<file path="src/rtl/pong_if.sv">
// Signal bundle between the pong game controller and the surrounding video/input logic.
interface pong_if;
  logic       refr_tick;
  logic [3:0] btn;
  logic       hit;
  logic       miss;
  logic       miss_side;
  logic       graph_still;
  logic [1:0] state_o;
  logic [3:0] score_l;
  logic [3:0] score_r;
  logic [7:0] rally;
  logic       winner;

  modport slave (
    input  refr_tick, btn, hit, miss, miss_side,
    output graph_still, state_o, score_l, score_r, rally, winner
  );

  modport master (
    output refr_tick, btn, hit, miss, miss_side,
    input  graph_still, state_o, score_l, score_r, rally, winner
  );
endinterface

</file>
<file path="src/rtl/pong_ctrl.sv">
// Pong game sequencer: serve pauses, scoring, BCD rally count and game-over hold.
// Optional macro PONG_CTRL_SERVE_BTN_EN: a serve additionally waits for a button press.
//
// state   | meaning
// NEWGAME | idle, previous scores on display, waiting for start
// PLAY    | ball in play, counting hits and watching for a miss
// NEWBALL | frame-timed pause before the next serve
// OVER    | frame-timed game-over hold, winner valid
module pong_ctrl #(
  parameter int WIN_SCORE      = 5,
  parameter int NEWBALL_FRAMES = 120,
  parameter int OVER_FRAMES    = 180
) (
  input  logic   clk,
  input  logic   reset,
  pong_if.slave  bus
);

  typedef enum logic [1:0] {
    NEWGAME = 2'd0,
    PLAY    = 2'd1,
    NEWBALL = 2'd2,
    OVER    = 2'd3
  } state_t;

  state_t     state_q, state_d;
  logic [7:0] timer_q, timer_d;
  logic [3:0] score_l_q, score_l_d;
  logic [3:0] score_r_q, score_r_d;
  logic [7:0] rally_q, rally_d;
  logic       winner_q, winner_d;
  logic       hit_q;
  logic       graph_still_q;

  logic       start;
  logic       hit_rise;
  logic [3:0] pts_new;

  function automatic logic [7:0] bcd_inc(input logic [7:0] v);
    logic [7:0] r;
    if (v == 8'h99)
      r = v;
    else if (v[3:0] == 4'd9)
      r = {v[7:4] + 4'd1, 4'd0};
    else
      r = {v[7:4], v[3:0] + 4'd1};
    return r;
  endfunction

  assign start    = |bus.btn;
  assign hit_rise = bus.hit & ~hit_q;
  assign pts_new  = bus.miss_side ? (score_l_q + 4'd1) : (score_r_q + 4'd1);

  always_comb begin
    state_d   = state_q;
    timer_d   = timer_q;
    score_l_d = score_l_q;
    score_r_d = score_r_q;
    rally_d   = rally_q;
    winner_d  = winner_q;

    if (bus.refr_tick && (timer_q != 8'd0))
      timer_d = timer_q - 8'd1;

    case (state_q)
      NEWGAME: begin
        if (start) begin
          state_d   = PLAY;
          score_l_d = 4'd0;
          score_r_d = 4'd0;
          rally_d   = 8'h00;
          winner_d  = 1'b0;
        end
      end
      PLAY: begin
        // a miss wins over a simultaneous hit edge
        if (bus.miss) begin
          rally_d = 8'h00;
          if (bus.miss_side)
            score_l_d = pts_new;
          else
            score_r_d = pts_new;
          if (pts_new == 4'(WIN_SCORE)) begin
            state_d  = OVER;
            winner_d = ~bus.miss_side;
            timer_d  = 8'(OVER_FRAMES);
          end else begin
            state_d = NEWBALL;
            timer_d = 8'(NEWBALL_FRAMES);
          end
        end else if (hit_rise) begin
          rally_d = bcd_inc(rally_q);
        end
      end
      NEWBALL: begin
`ifdef PONG_CTRL_SERVE_BTN_EN
        if ((timer_q == 8'd0) && start)
          state_d = PLAY;
`else
        if (timer_q == 8'd0)
          state_d = PLAY;
`endif
      end
      OVER: begin
        if (timer_q == 8'd0)
          state_d = NEWGAME;
      end
      default: state_d = NEWGAME;
    endcase
  end

  always_ff @(posedge clk or posedge reset) begin
    if (reset) begin
      state_q       <= NEWGAME;
      timer_q       <= 8'd0;
      score_l_q     <= 4'd0;
      score_r_q     <= 4'd0;
      rally_q       <= 8'h00;
      winner_q      <= 1'b0;
      hit_q         <= 1'b0;
      graph_still_q <= 1'b1;
    end else begin
      state_q       <= state_d;
      timer_q       <= timer_d;
      score_l_q     <= score_l_d;
      score_r_q     <= score_r_d;
      rally_q       <= rally_d;
      winner_q      <= winner_d;
      hit_q         <= bus.hit;
      graph_still_q <= (state_d != PLAY);
    end
  end

  assign bus.graph_still = graph_still_q;
  assign bus.state_o     = state_q;
  assign bus.score_l     = score_l_q;
  assign bus.score_r     = score_r_q;
  assign bus.rally       = rally_q;
  assign bus.winner      = winner_q;

endmodule

</file>
<file path="src/flat_wrapper.sv">
// flat-port wrapper written by rule: the top's interface ports become plain ports
module pong_ctrl_flat 
#(
  parameter int WIN_SCORE      = 5,
  parameter int NEWBALL_FRAMES = 120,
  parameter int OVER_FRAMES    = 180
)
  (clk, reset, bus_refr_tick, bus_btn, bus_hit, bus_miss, bus_miss_side, bus_graph_still, bus_state_o, bus_score_l, bus_score_r, bus_rally, bus_winner);
  pong_if bus_i ();
  input  logic clk;
  input  logic reset;
  input wire logic [$bits(bus_i.refr_tick)-1:0] bus_refr_tick;
  input wire logic [$bits(bus_i.btn)-1:0] bus_btn;
  input wire logic [$bits(bus_i.hit)-1:0] bus_hit;
  input wire logic [$bits(bus_i.miss)-1:0] bus_miss;
  input wire logic [$bits(bus_i.miss_side)-1:0] bus_miss_side;
  output wire logic [$bits(bus_i.graph_still)-1:0] bus_graph_still;
  output wire logic [$bits(bus_i.state_o)-1:0] bus_state_o;
  output wire logic [$bits(bus_i.score_l)-1:0] bus_score_l;
  output wire logic [$bits(bus_i.score_r)-1:0] bus_score_r;
  output wire logic [$bits(bus_i.rally)-1:0] bus_rally;
  output wire logic [$bits(bus_i.winner)-1:0] bus_winner;
  assign bus_i.refr_tick = bus_refr_tick;
  assign bus_i.btn = bus_btn;
  assign bus_i.hit = bus_hit;
  assign bus_i.miss = bus_miss;
  assign bus_i.miss_side = bus_miss_side;
  assign bus_graph_still = bus_i.graph_still;
  assign bus_state_o = bus_i.state_o;
  assign bus_score_l = bus_i.score_l;
  assign bus_score_r = bus_i.score_r;
  assign bus_rally = bus_i.rally;
  assign bus_winner = bus_i.winner;
  pong_ctrl #(.WIN_SCORE(WIN_SCORE), .NEWBALL_FRAMES(NEWBALL_FRAMES), .OVER_FRAMES(OVER_FRAMES)) u_core (.clk(clk), .reset(reset), .bus(bus_i));
endmodule
</file>
<file path="config.mk">
export PLATFORM = sky130hd
export DESIGN_NAME = pong_ctrl_flat
export DESIGN_NICKNAME = d
export VERILOG_FILES = /design/src/rtl/pong_if.sv /design/src/rtl/pong_ctrl.sv /design/src/flat_wrapper.sv
export SDC_FILE = /design/constraint.sdc
export NUM_CORES = 1
export LEC_CHECK = 0
export BUFFER_PORTS_ARGS = -buffer_cell sky130_fd_sc_hd__buf_2
export CAP_MARGIN = 10
export CELL_PAD_IN_SITES_DETAIL_PLACEMENT = 0
export CELL_PAD_IN_SITES_GLOBAL_PLACEMENT = 1
export CORE_MARGIN = 3
export CORE_UTILIZATION = 40
export DETAILED_ROUTE_END_ITERATION = 8
export GPL_ROUTABILITY_DRIVEN = 0
export PLACE_DENSITY = 0.83
export SETUP_SLACK_MARGIN = 0.02
export SLEW_MARGIN = 20
export SYNTH_ARGS = -nofsm -noshare
export SYNTH_HDL_FRONTEND = slang
export SYNTH_SLANG_ARGS = --single-unit
export TNS_END_PERCENT = 20
</file>
<file path="constraint.sdc">
create_clock -name clk -period 3.1 [get_ports clk]
set_clock_uncertainty 0.15 [all_clocks]
set_input_delay 0.31 -clock clk [delete_from_list [all_inputs] [get_ports clk]]
set_output_delay 0.31 -clock clk [all_outputs]
set_load 0.03 [all_outputs]
</file>
### Word-level counts from Yosys, hierarchy flattened

Cells that the tools add are included.
W data, S select, Z words.

| cells by class | value |
|---|---|
| add/sub/neg operators | 5 |
| $mul | 0 |
| divide/modulo/power cells | 0 |
| magnitude comparators | 0 |
| equality and inequality tests | 15 |
| shift-type cells | 0 |
| multiplexer cells | 28 |
| bitwise gates (word level) | 3 |
| reductions and logical operators | 11 |

Operator list:

| kind | count |
|---|---|
| $mux W8 | 9 |
| $mux W4 | 6 |
| $add A4 B1 Y4 const B | 4 |
| $pmux W4 S2 | 2 |
| $pmux W8 S2 | 1 |
| $reduce_and A4 Y1 | 4 |
| $eq A8 B8 Y1 const B | 1 |
| $logic_not A8 Y1 | 1 |
| $mux W2 | 4 |
| $pmux W2 S4 | 1 |
| $reduce_bool A8 Y1 | 1 |
| $sub A8 B1 Y8 const B | 1 |
| $ne A2 B1 Y1 const B | 3 |
| $ne A2 B2 Y1 const B | 3 |
| $ne A3 B2 Y1 const B | 2 |
| $reduce_and A5 Y1 | 1 |
| $eq A2 B2 Y1 const B | 2 |
| $eq A4 B3 Y1 const B | 1 |
| $eq A4 B4 Y1 const B | 1 |
| $mux W1 | 4 |
| $reduce_or A4 Y1 | 1 |
| $ne A3 B3 Y1 const B | 1 |
| $eq A2 B1 Y1 const B | 1 |
| $logic_not A2 Y1 | 1 |
| 5 further kinds | 6 |

| storage, ports and cells | value |
|---|---|
| register bits after elaboration | 29 |
| latch bits | 0 |
| bits in writable memories | 0 |
| ROM bits | 0 |
| input bits | 10 |
| output and inout bits | 20 |
| word-level logic and storage cells | 71 |
| memories kept | 0 |

### Depth between registers and ports, before layout

| logic depth | value |
|---|---|
| depth after elaboration | 7 |
| gate-level depth with buffers | 7 |
| gate-level depth less buffers | 6 |

### Least setup slack after synthesis

Ideal clock, no wire load.

| timing path | value |
|---|---|
| path kind | register -> register |
| from | register u_core.score_l_q[0], in the netlist u_core.bus.score_l[0] |
| to | register u_core.winner_q, in the netlist u_core.bus.winner |
| library setup time | 124 ps |
| arrival | 1787 ps |
| required time | 2826 ps |
| path slack | 1039 ps |
| cell stages (with the launch flop) | 7 |
| buffers on the path | 0 |
| clock period less this slack | 2061 ps |
| cells stage by stage | dfrtp_1 mux2i_1 inv_1 ha_1 a2111oi_0 nor4_1 a211o_1 |

| on the way | value |
|---|---|
| word-level cells in the longest chain between the ends | 5 |

RTL lines:

| element | line | source |
|---|---|---|
| from (decl) | pong_ctrl.sv:28 | `logic [3:0] score_l_q, score_l_d;` |
| from (signal assigned) | pong_ctrl.sv:125 | `score_l_q <= score_l_d;` |
| $add A4 B1 Y4 | pong_ctrl.sv:52 | `assign pts_new = bus.miss_side ? (score_l_q + 4'd1) : (score_r_q + 4'd1);` |
| $mux W4 | pong_ctrl.sv:52 |  |
| $eq A4 B3 Y1 | pong_ctrl.sv:83 | `if (pts_new == 4'(WIN_SCORE)) begin` |
| $ne A2 B1 Y1 (no line) | n/a |  |
| $reduce_and A4 Y1 (no line) | n/a |  |
| to (signal assigned) | pong_ctrl.sv:128 | `winner_q <= winner_d;` |
| to (decl) | pong_ctrl.sv:31 | `logic winner_q, winner_d;` |

Every way passes these cells.
A chain may end at the register's enable or synchronous reset.

### Final worst setup path

Same ends and word-level chain as after synthesis.

==> qor.yml <==
multi_input_area_um2: 991
period_share_pct: 66.6
period_needed_ps: 2060
grt_first_pass_wirelength_um: 6640
cts_buffers: 5
port_buffers: 29
drc: 0
syn_area_per_cell_um2: 9.90
first_pass_iters: 4
dieArea_mm2: 0.00529
yosys_most_used_dff: "dfrtp_1"
grt_pass1_vias: 1454
cp_max_fo: 7
via_count: 1494
power_switching_share_pct: 40.0
final_cell_mix: "buf_2, dfrtp_1, nand2_1"
setup_tns_ps: 0
ys_warn_count: 0
power.density_mw_per_mm2: 709
core_mm2: 0.00414
crit_arrival_ps: 2070
power.switching_mw: 0.589
intPower_mw: 0.882
endpoint_kind: "flop"
pin_count: 30
drive_gt1_share_pct: 22.0
std_cell_rows: 23
grt_usage_pct: 16.0
dr.first_iter.drc_count: 47
setup_viol: 0
final_common_cell: "buf_2"
clkSinkCount: 29
clockBufferDepth: 2
vias_per_cell: 5.66
diodes: 0
hold_class: "input port to flop"
die_h_um: 72.7
cts_setup_buffers: 0
clock_latency_ps: 280
design_area_mm2: 0.00207
syn-num-nets: 198
yosysTopAreaCell: "dfrtp_1"
worst-setup-path-type: "flop to flop"
cts.clk_slew.worst_paths_ps: 60
avgRoutedWirePerCell_um: 14.7
worst_pin_slew_ps: 556
fillers: 403
seqCellArea_um2: 727
seq_area_frac_synth_pct: 40.8
slew_viol_final: 0
nets: 231
start_util_pct: 43.0
power_mw: 1.47
drt_wl_total_um: 3880
synthDistinctLibCells: 61
synth_top_area_share_pct: 39.3
cp.required_ps: 3110
clkPwrFrac_pct: 21.3
synth_edf_count: 0
overflow: 0
setup.worst_path.start_class: "flop"
dieWidth_um: 72.7
holdBufCountCts: 1
combPwrFrac_pct: 37.5
fmax_ghz: 0.485
synth_area_leaders: "dfrtp_1, ha_1, mux2i_1"
slew_headroom_pct: 62.0
outcome: "finished, final reports clean"
syn_to_final_growth_pct: 16.4
cts_tree: "yes"
drv_cap: 0
grt_max_degree: 30
antenna_found_initial: 0
synthArstFlopShare_pct: 100
p_seq_share_pct: 41.2
htree_levels: 2
yosys_register_bits: 29
fin_util_pct: 50.1
rsz0062_at_grt: "false"
place_hpwl_um: 2900
cts_root_buf: "clkbuf_8"
cts_resized: 0
p_leak_nw: 0.986
ir_worst_vdd_uv: 347
ant_nets: 0
synth_area_mm2: 0.00178
postSynthCellCount: 180
finalHoldViolCount: 0
placed_area_mm2: 0.00197
layout make-up:
cell class,instances,share of cell area [%]
Multi-Input combinational cell,135,47.8
Sequential cell,29,35.0
Timing Repair Buffer,31,7.84
Clock buffer,8,4.34
Tap cell,50,3.02
Inverter,11,1.99
synth_stat cells, types with 2 or more instances:
master and n:
ha_1 8, xnor2_1 4, mux2i_1 8, a21o_1 3
nor3b_1 2, nor2_1 5, a32o_1 2, and3_1 2
o21a_1 2, xor2_1 2, nand2_1 21, o21ai_0 8
dfrtp_1 28, nor3_1 6, nor2b_1 2, inv_1 11
o21ai_1 4, nand4_1 2, nand3_1 5, o32a_1 2
nand3b_1 3, a21oi_1 3, a211oi_1 4, a22o_1 2
a41oi_1 2, clkbuf_1 4
cells by family (layout without fill, tap and decap cells):
family / Yosys count / in the layout / synth area share [%]
simple gates: 63 / 63 / 20.7
compound gates: 48 / 48 / 20.4
flops: 29 / 29 / 40.8
buf+inv: 16 / 50 / 3.58
mux: 10 / 10 / 5.97
fa+ha+maj: 8 / 8 / 5.62
xor+xnor: 6 / 6 / 2.95
final timing paths:
path | from | end | slack [ps] | cells past startpoint
setup / recovery | u_core.bus.score_l[0]$_DFFE_PP0P_ | u_core.bus.winner$_DFFE_PP0P_ | 1040 | 6
hold / removal | bus_hit | u_core.hit_q$_DFF_PP0_ | 10 | 1
setup reg to reg | u_core.bus.score_l[0]$_DFFE_PP0P_ | u_core.bus.winner$_DFFE_PP0P_ | 1040 | 6
hold reg to reg | u_core.bus.rally[7]$_DFFE_PP0P_ | u_core.bus.rally[7]$_DFFE_PP0P_ | 340 | 1
max in group asynchronous | reset | u_core.bus.graph_still$_DFF_PP1_ | 1990 | 4
min in group asynchronous | reset | u_core.bus.rally[0]$_DFFE_PP0P_ | 500 | 4
power groups by stage:
| stage | clock, mW | sequential [mW] | combinational, mW |
|---|---|---|---|
| floorplan | 0 | 0.675 | 0.341 |
| global placement | 0 | 0.610 | 0.547 |
| detailed placement | 0 | 0.610 | 0.557 |
| CTS | 0.325 | 0.606 | 0.558 |
| global route | 0.345 | 0.624 | 0.618 |
| finish | 0.314 | 0.606 | 0.551 |
per-layer routing:
layer  part of all wire [%]  up-vias  global-route usage (%)
li1                       -      735                       -
met1                     49      725                    21.2
met2                     46       30                    26.1
met3                    4.3        4                    3.72
met4                   0.67        0                    4.92
met5                      0        -                       0
worst max-delay path, cell delays in order, from the launching register on:
cell and delay, ps:
dfrtp_1 440, mux2i_1 210, inv_1 70, ha_1 240, a2111oi_0 450, nor4_1 110, a211o_1 280
sequential cells by signal (all words and copies together), names as in the netlist:
| signal | cells |
|---|---|
| u_core.bus.score_r | 4 |
| u_core.bus.rally | 8 |
| u_core.bus.state_o | 2 |
| u_core.bus.winner | 1 |
| u_core.bus.graph_still | 1 |
| u_core.bus.score_l | 4 |
| u_core.hit_q | 1 |
| u_core.timer_q | 8 |
through the flow:
stage / setup WS, ps / hold slack (ps) / instances
final: 1040 / 13.6 / 264
after detailed placement: 841 / 260 / 255
after global placement: 899 / 256 / 255
after floorplan: 1040 / 191 / 180
after CTS: 1040 / 9.46 / 264
after global routing: 844 / 6.93 / 264
(Power assumes the default switching activity.)
